File: config.mk
export PLATFORM = sky130hd
export DESIGN_NAME = sca_trigger_gen
export DESIGN_NICKNAME = d
export VERILOG_FILES = /design/src/rtl/sca_trigger_gen.sv
export SDC_FILE = /design/constraint.sdc
export NUM_CORES = 1
export LEC_CHECK = 0
export BUFFER_PORTS_ARGS = -buffer_cell sky130_fd_sc_hd__buf_2
export CORE_MARGIN = 5
export CORE_UTILIZATION = 55
export CTS_BUF_LIST = sky130_fd_sc_hd__clkbuf_4 sky130_fd_sc_hd__clkbuf_8
export DETAILED_ROUTE_END_ITERATION = 8
export GPL_TIMING_DRIVEN = 0
export PLACE_DENSITY = 0.75
export SLEW_MARGIN = 20
export SYNTH_ARGS = -nofsm -noshare
export SYNTH_HDL_FRONTEND = slang
export SYNTH_SLANG_ARGS = --single-unit
File: constraint.sdc
create_clock -name CLK -period 3.3 [get_ports CLK]
set_input_delay 0.495 -clock CLK [delete_from_list [all_inputs] [get_ports CLK]]
set_output_delay 0.495 -clock CLK [all_outputs]
set_load 0.02 [all_outputs]
File: src/rtl/sca_trigger_gen.sv
// Multi-channel trigger generator: each START rising edge launches one pulse per enabled
// channel with its own delay, width and polarity. It also measures the BUSY window length.
module sca_trigger_gen #(
  parameter int NCH   = 3,
  parameter int CNT_W = 16,
  parameter int LEN_W = 9
) (
  input  logic                 CLK,
  input  logic                 RSTn,
  input  logic                 START,
  input  logic                 BUSY,
  input  logic [NCH-1:0]       CFG_EN,
  input  logic [NCH-1:0]       CFG_POL,
  input  logic [NCH*CNT_W-1:0] CFG_DELAY,
  input  logic [NCH*CNT_W-1:0] CFG_WIDTH,
  input  logic                 CLR_OVR,
  output logic [NCH-1:0]       TRIG,
  output logic                 ACTIVE,
  output logic                 TRIG_DONE,
  output logic                 OVERRUN,
  output logic [LEN_W-1:0]     BUSY_LEN
);

  typedef enum logic [1:0] {
    ST_IDLE  = 2'd0,
    ST_DELAY = 2'd1,
    ST_PULSE = 2'd2
  } ch_state_e;

  logic             start_q;
  logic             start_edge;
  logic             fire;
  logic [NCH-1:0]   ch_busy;
  logic             active_q;
  logic             trig_done_q;
  logic             overrun_q;
  logic             overrun_d;
  logic             busy_q;
  logic [LEN_W-1:0] bcnt_q;
  logic [LEN_W-1:0] bcnt_d;
  logic [LEN_W-1:0] busy_len_q;
  logic [LEN_W-1:0] busy_len_d;

  assign start_edge = START & ~start_q;
  assign ACTIVE     = |ch_busy;
  // An edge during any activity is ignored by all channels so they stay phase-coherent.
  assign fire       = start_edge & ~ACTIVE;

  // NOTE: sequential state uses non-blocking (<=) so every flop samples pre-edge values.
  always_ff @(posedge CLK or negedge RSTn) begin
    if (!RSTn) begin
      start_q <= 1'b0;
    end else begin
      start_q <= START;
    end
  end

  for (genvar i = 0; i < NCH; i++) begin : g_ch
    ch_state_e        state_q;
    logic [CNT_W-1:0] cnt_q;
    logic [CNT_W-1:0] wid_q;
    logic             pulse_q;
    logic [CNT_W-1:0] cfg_delay;
    logic [CNT_W-1:0] cfg_width;

    assign cfg_delay  = CFG_DELAY[i*CNT_W +: CNT_W];
    assign cfg_width  = CFG_WIDTH[i*CNT_W +: CNT_W];
    assign ch_busy[i] = (state_q != ST_IDLE);
    assign TRIG[i]    = pulse_q ^ CFG_POL[i];

    // NOTE: the counters are plain flops, not RAM, so they are reset with the FSM.
    always_ff @(posedge CLK or negedge RSTn) begin
      if (!RSTn) begin
        state_q <= ST_IDLE;
        cnt_q   <= '0;
        wid_q   <= '0;
        pulse_q <= 1'b0;
      end else begin
        unique case (state_q)
          ST_IDLE: begin
            if (fire && CFG_EN[i] && (cfg_width != '0)) begin
              wid_q <= cfg_width;
              if (cfg_delay == '0) begin
                state_q <= ST_PULSE;
                pulse_q <= 1'b1;
              end else begin
                state_q <= ST_DELAY;
                cnt_q   <= cfg_delay;
              end
            end
          end
          ST_DELAY: begin
            // Leaving at cnt==1 puts the first pulse cycle exactly delay cycles after launch.
            if (cnt_q == CNT_W'(1)) begin
              state_q <= ST_PULSE;
              pulse_q <= 1'b1;
            end else begin
              cnt_q <= cnt_q - CNT_W'(1);
            end
          end
          ST_PULSE: begin
            if (wid_q == CNT_W'(1)) begin
              state_q <= ST_IDLE;
              pulse_q <= 1'b0;
            end else begin
              wid_q <= wid_q - CNT_W'(1);
            end
          end
          default: begin
            state_q <= ST_IDLE;
            pulse_q <= 1'b0;
          end
        endcase
      end
    end
  end

  // NOTE: every always_comb output gets a default first so no latch can be inferred.
  always_comb begin
    overrun_d  = overrun_q;
    bcnt_d     = bcnt_q;
    busy_len_d = busy_len_q;
    if (start_edge && ACTIVE) begin
      overrun_d = 1'b1;
    end else if (CLR_OVR) begin
      overrun_d = 1'b0;
    end
    if (BUSY && !busy_q) begin
      bcnt_d = LEN_W'(1);
    end else if (BUSY && (bcnt_q != '1)) begin
      bcnt_d = bcnt_q + LEN_W'(1);
    end
    if (!BUSY && busy_q) begin
      busy_len_d = bcnt_q;
    end
  end

  always_ff @(posedge CLK or negedge RSTn) begin
    if (!RSTn) begin
      active_q    <= 1'b0;
      trig_done_q <= 1'b0;
      overrun_q   <= 1'b0;
      busy_q      <= 1'b0;
      bcnt_q      <= '0;
      busy_len_q  <= '0;
    end else begin
      active_q    <= ACTIVE;
      trig_done_q <= active_q & ~ACTIVE;
      overrun_q   <= overrun_d;
      busy_q      <= BUSY;
      bcnt_q      <= bcnt_d;
      busy_len_q  <= busy_len_d;
    end
  end

  assign TRIG_DONE = trig_done_q;
  assign OVERRUN   = overrun_q;
  assign BUSY_LEN  = busy_len_q;

endmodule

# Word-level counts from Yosys, hierarchy flattened
# Index checks and enable logic that the tools add are counted.
[totals]
register_bits = 128
out_inout_bits = 15
elab_cells = 168
input_bits = 107
[classes]
n_addsub = 7
n_eq_ne = 34
mux = 55
n_bitwise = 8
n_reduce_logical = 45
[ops]
columns = ["op", "n"]
rows = [
  ["16-bit two-way mux", 15],
  ["16-bit case mux with 2 select lines", 6],
  ["16-bit by 1-bit == test with 1-bit output, second input constant", 6],
  ["16-bit by 1-bit subtractor with 16-bit output, second input constant", 6],
  ["16-bit logical NOT", 3],
  ["16-bit nonzero test", 3],
  ["2-bit != test, second input constant", 21],
  ["2-bit two-way mux", 12],
  ["4-bit AND reduction", 6],
  ["2-bit nonzero test", 11],
  ["9-bit two-way mux", 2],
  ["2-bit case mux with 3 select lines", 3],
  ["3-bit AND reduction", 6],
  ["1-bit two-way mux", 14],
  ["1-bit logical AND", 10],
  ["9-bit by 1-bit adder with 9-bit output, second input constant", 1],
  ["9-bit != test, second input constant", 1],
  ["1-bit case mux with 3 select lines", 3],
  ["2-bit by 1-bit == test with 1-bit output, second input constant", 3],
  ["2-bit == test, second input constant", 3],
  ["2-bit logical NOT", 3],
  ["1-bit AND", 3],
  ["3-bit OR reduction", 1],
  ["1-bit XOR", 3],
  ["2 further kinds", 4],
]

# Depth between registers and ports, before layout
[logic_depth]
word_depth = 8
mapped_depth = 9

# Least setup slack after synthesis
# No wires, ideal clock.
[synth_timing]
kind = "reg-to-reg"
startpoint = "register g_ch[0].state_q[1]"
endpoint = "register g_ch[0].cnt_q[10]"
t_required_ps = 3173
stages_incl_launch_ff = 8
setup_slack_ps = 1024
n_path_buf = 1
setup_time_ps = 127
t_arrival_ps = 2149
cell_sequence = "dfrtp_1 -> buf_6 -> or4_4 -> nor3_4 -> a311oi_2 -> or2_4 -> inv_4 -> mux2_1"
[synth_between]
elab_chain_len = 8
elab_cells_between_ends = 14
classes_between = "eq/ne (4); mux (1); bitwise (2); reduce/logical (7)"
[synth_rtl]
columns = ["element", "line", "rtl"]
rows = [
  ["from (decl)", "59", "ch_state_e state_q;"],
  ["from (signal assigned)", "74", "state_q <= ST_IDLE;"],
  ["from (signal assigned)", "84", "state_q <= ST_PULSE;"],
  ["from (signal assigned)", "87", "state_q <= ST_DELAY;"],
  ["2-bit nonzero test", "68", "assign ch_busy[i] = (state_q != ST_IDLE);"],
  ["3-bit OR reduction", "45", "assign ACTIVE = |ch_busy;"],
  ["1-bit NOT", "47", "assign fire = start_edge & ~ACTIVE;"],
  ["1-bit AND", "47", ""],
  ["1-bit logical AND (2 in series)", "81", "if (fire && CFG_EN[i] && (cfg_width != '0)) begin"],
  ["2-bit != test (no line)", "n/a", ""],
  ["4-bit AND reduction (no line)", "n/a", ""],
  ["to (signal assigned)", "88", "cnt_q <= cfg_delay;"],
  ["to (signal assigned)", "98", "cnt_q <= cnt_q - CNT_W'(1);"],
  ["to (decl)", "60", "logic [CNT_W-1:0] cnt_q;"],
]
# Several ways; a longest one is shown, not always the timed one.
# A chain may end at the register's enable or synchronous reset.

# Worst setup path after layout
[layout_timing]
startpoint = "register g_ch[0].cnt_q[12]"
endpoint = "register g_ch[0].cnt_q[0]"
[layout_between]
elab_chain_len = 3
[layout_rtl]
columns = ["element", "line", "rtl"]
rows = [
  ["16-bit by 1-bit == test with 1-bit output", "94", "if (cnt_q == CNT_W'(1)) begin"],
  ["2-bit != test (no line)", "n/a", ""],
  ["4-bit AND reduction (no line)", "n/a", ""],
]
# No other way between the ends.

==> results.tsv <==
metric	value	unit
dr.pass1.iters	6	
worstPathRequired	3660	ps
final_cells	1279	
htreeDepth	4	
die_w	131	µm
fill_cells	1270	
die_h	131	µm
reg2reg_depth	6	
path_cells	nor4_1 > nand4_1 > a22oi_1 > clkbuf_1 > nor4_1 > a211oi_2	
numPlacedInstances	1247	
tightest_slew	899	ps
fin_area	0.00936	mm²
synth_fp_nets	1062	
layout.nets	1204	
cts_tree	built	
initial_utilization	0.557	
r2r_end	g_ch[0].cnt_q[0]	
rsz0062_at_grt	false	
slowest_stage	nor4_1	
syn_area	0.00807	mm²
hold_slack	182	ps
antenna_found_initial	0	
post-cts-setup-buffer-count	0	
start_kind	register	
hold_violations	0	
whs_path_depth	1	
io_buffers	121	
clock_skew	14.7	ps
powerDensity	851	mW/mm²
criticalPathCategory	reg -> reg	
grt_pass1_vias	7544	
grt.overflow.total	0	
avgViaCountPerCell	6.45	
cts_root_buf	clkbuf_8	
ys_seq_area_frac	0.397	
p_total	0.00796	W
cts_buffer_depth	2	
min_path_type	in -> reg	
grt_max_degree	89	
synth.top_cell.area_share	0.397	
path_buf_inv	1	
synthTopCellsByArea	dfrtp_1 (40%), a21oi_1 (4.8%), nor2_1 (4.5%)	
area_delta_synth_final	16.0	%
diodes	0	
cp_max_fo	10	
yosysTopAreaCell	dfrtp_1	
drv_cap	0	
hp-start	BUSY	
synth_edf_count	0	
synthArstFlopShare	1.00	
cts_buffers	17	
placed_area	0.00894	mm²
cp.arrival	3100	ps
setup_viol	0	
post-route-util	0.646	
path_clk_slew	80	ps
ys_seq_elements	128	
die-area	0.0172	mm²
synth_common_cells	dfrtp_1 (128), nor2_1 (96), a21oi_1 (78)	
first_iter_violations	527	
vias	8246	
grt_usage	0.262	
relSlewSlack	0.394	
cp-end-kind	register	
fmax	365	MHz
post-synth-top-count-cell	dfrtp_1	
place_congestion	0.922	
dp.final_hpwl	16100	µm
design.core.area	0.0145	mm²
crit_family	simple AND/OR/NAND/NOR gates	
cellLeakagePower	3.79	nW
max_stage_delay	650	ps
ir_drop	0.000509	V
synth_cell_types	74	
post-route-period-util	0.831	
drc	0	
worstSetupPathDepth	6	
slew_violations	0	
grt_pass1_wl	36400	µm
run_status	completed	
fin_crit	2740	ps
insertion_delay	450	ps
synthCells	941	
rows	44	
min_delay_worst_endpoint	busy_q	
timing.rr.start	g_ch[0].cnt_q[12]	
ant_nets	0	
yosysWarnings	0	
drive_above_1_share	0.175	
cp_common_cell	nor4_1	
wl_per_cell	17.5	µm
cts.sinks	128	
syn_area_per_cell	8.57	µm²
wl	22400	µm
synthFlopType	dfrtp_1	
pin_count	122	
r2r_slack	560	ps
==> per-stage QoR <==
stage	setup WS, ps	setup TNS (ps)
2_1_floorplan	1020	0
3_3_place_gp	-7.68	-205
3_5_place_dp	549	0
4_1_cts	620	0
5_1_grt	325	0
6_report	558	0
==> where the power goes <==
part / internal [W] / switching [W]
clock: 0.000764 / 0.000653
sequential: 0.00221 / 0.000700
combinational: 0.00148 / 0.00215
==> registers in the layout (all words and copies together) (netlist names) <==
name	cells
busy_q	1
g_ch.pulse_q	3
g_ch.state_q	6
g_ch.cnt_q	48
OVERRUN	1
BUSY_LEN	9
g_ch.wid_q	48
bcnt_q	9
start_q	1
active_q	1
TRIG_DONE	1
==> worst register-to-register path, stage by stage (launching register included) <==
cell and delay (ps):
dfrtp_1 440, nor4_1 650, nand4_1 210, a22oi_1 510, clkbuf_1 500, nor4_1 110
a211oi_2 220
==> how the worst max path moves through the flow <==
stage          slack, ps          startpoint                 to
3_3_place_gp          -8                RSTn        BUSY_LEN[8]
4_1_cts              620   g_ch[0].cnt_q[12]   g_ch[0].cnt_q[0]
3_5_place_dp         550       CFG_DELAY[41]   g_ch[2].cnt_q[7]
5_1_grt              320    g_ch[0].cnt_q[4]   g_ch[0].cnt_q[0]
2_1_floorplan       1020  g_ch[0].state_q[1]  g_ch[0].cnt_q[10]
6_report             560   g_ch[0].cnt_q[12]   g_ch[0].cnt_q[0]
==> area by class of cell <==
class,count,area [µm²],area share
tap,184,230,0.0246
inverter,32,123,0.0131
clock inverter,13,163,0.0174
buffer,60,263,0.0281
timing repair buffer,123,653,0.0698
clock buffer,18,248,0.0265
multi-input combinational,721,4480,0.478
sequential,128,3200,0.342
==> logic make-up (layout without fill, tap and decap cells) <==
group           Yosys count  after routing  synth area share
buf+inv                  92            246            0.0478
mux                      13             13            0.0175
fa+ha+maj                14             14            0.0217
compound gates          326            326             0.273
xor+xnor                  3              3           0.00326
simple gates            365            365             0.240
flops                   128            128             0.397
==> routing by layer <==
metal  routed length (µm)  part of all wire  track usage  vias to the layer above
met5                    0                 0            0                        -
met4                  270             0.012       0.0853                        0
met3                 1590             0.071       0.0482                       32
met2                10600              0.47        0.418                      373
met1                 9980              0.44        0.362                     3926
li1                     -                 -            -                     3915
==> cells in the final DEF (no fill, tap or decap), types with 10 or more instances in the layout <==
cell type / count
a21oi_1: 78
a22oi_1: 18
a31oi_1: 19
buf_2: 125
clkbuf_1: 49
clkbuf_8: 18
dfrtp_1: 128
ha_1: 14
inv_1: 31
nand2_1: 55
nand2b_1: 12
nand3_1: 15
nand4_1: 12
nor2_1: 96
nor2b_1: 10
nor3_1: 49
nor4_1: 55
o21ai_0: 50
o22a_1: 17
o22ai_1: 29
o2bb2ai_1: 34
o31ai_1: 10
or3_1: 11
==> repair_timing <==
action | 4_1_cts | 5_1_grt
hold endpoints to repair | 40 | 0
resized for setup | 0 | 0
hold buffers | 1 | 0
Note: power is estimated with default switching activity, not from simulation.
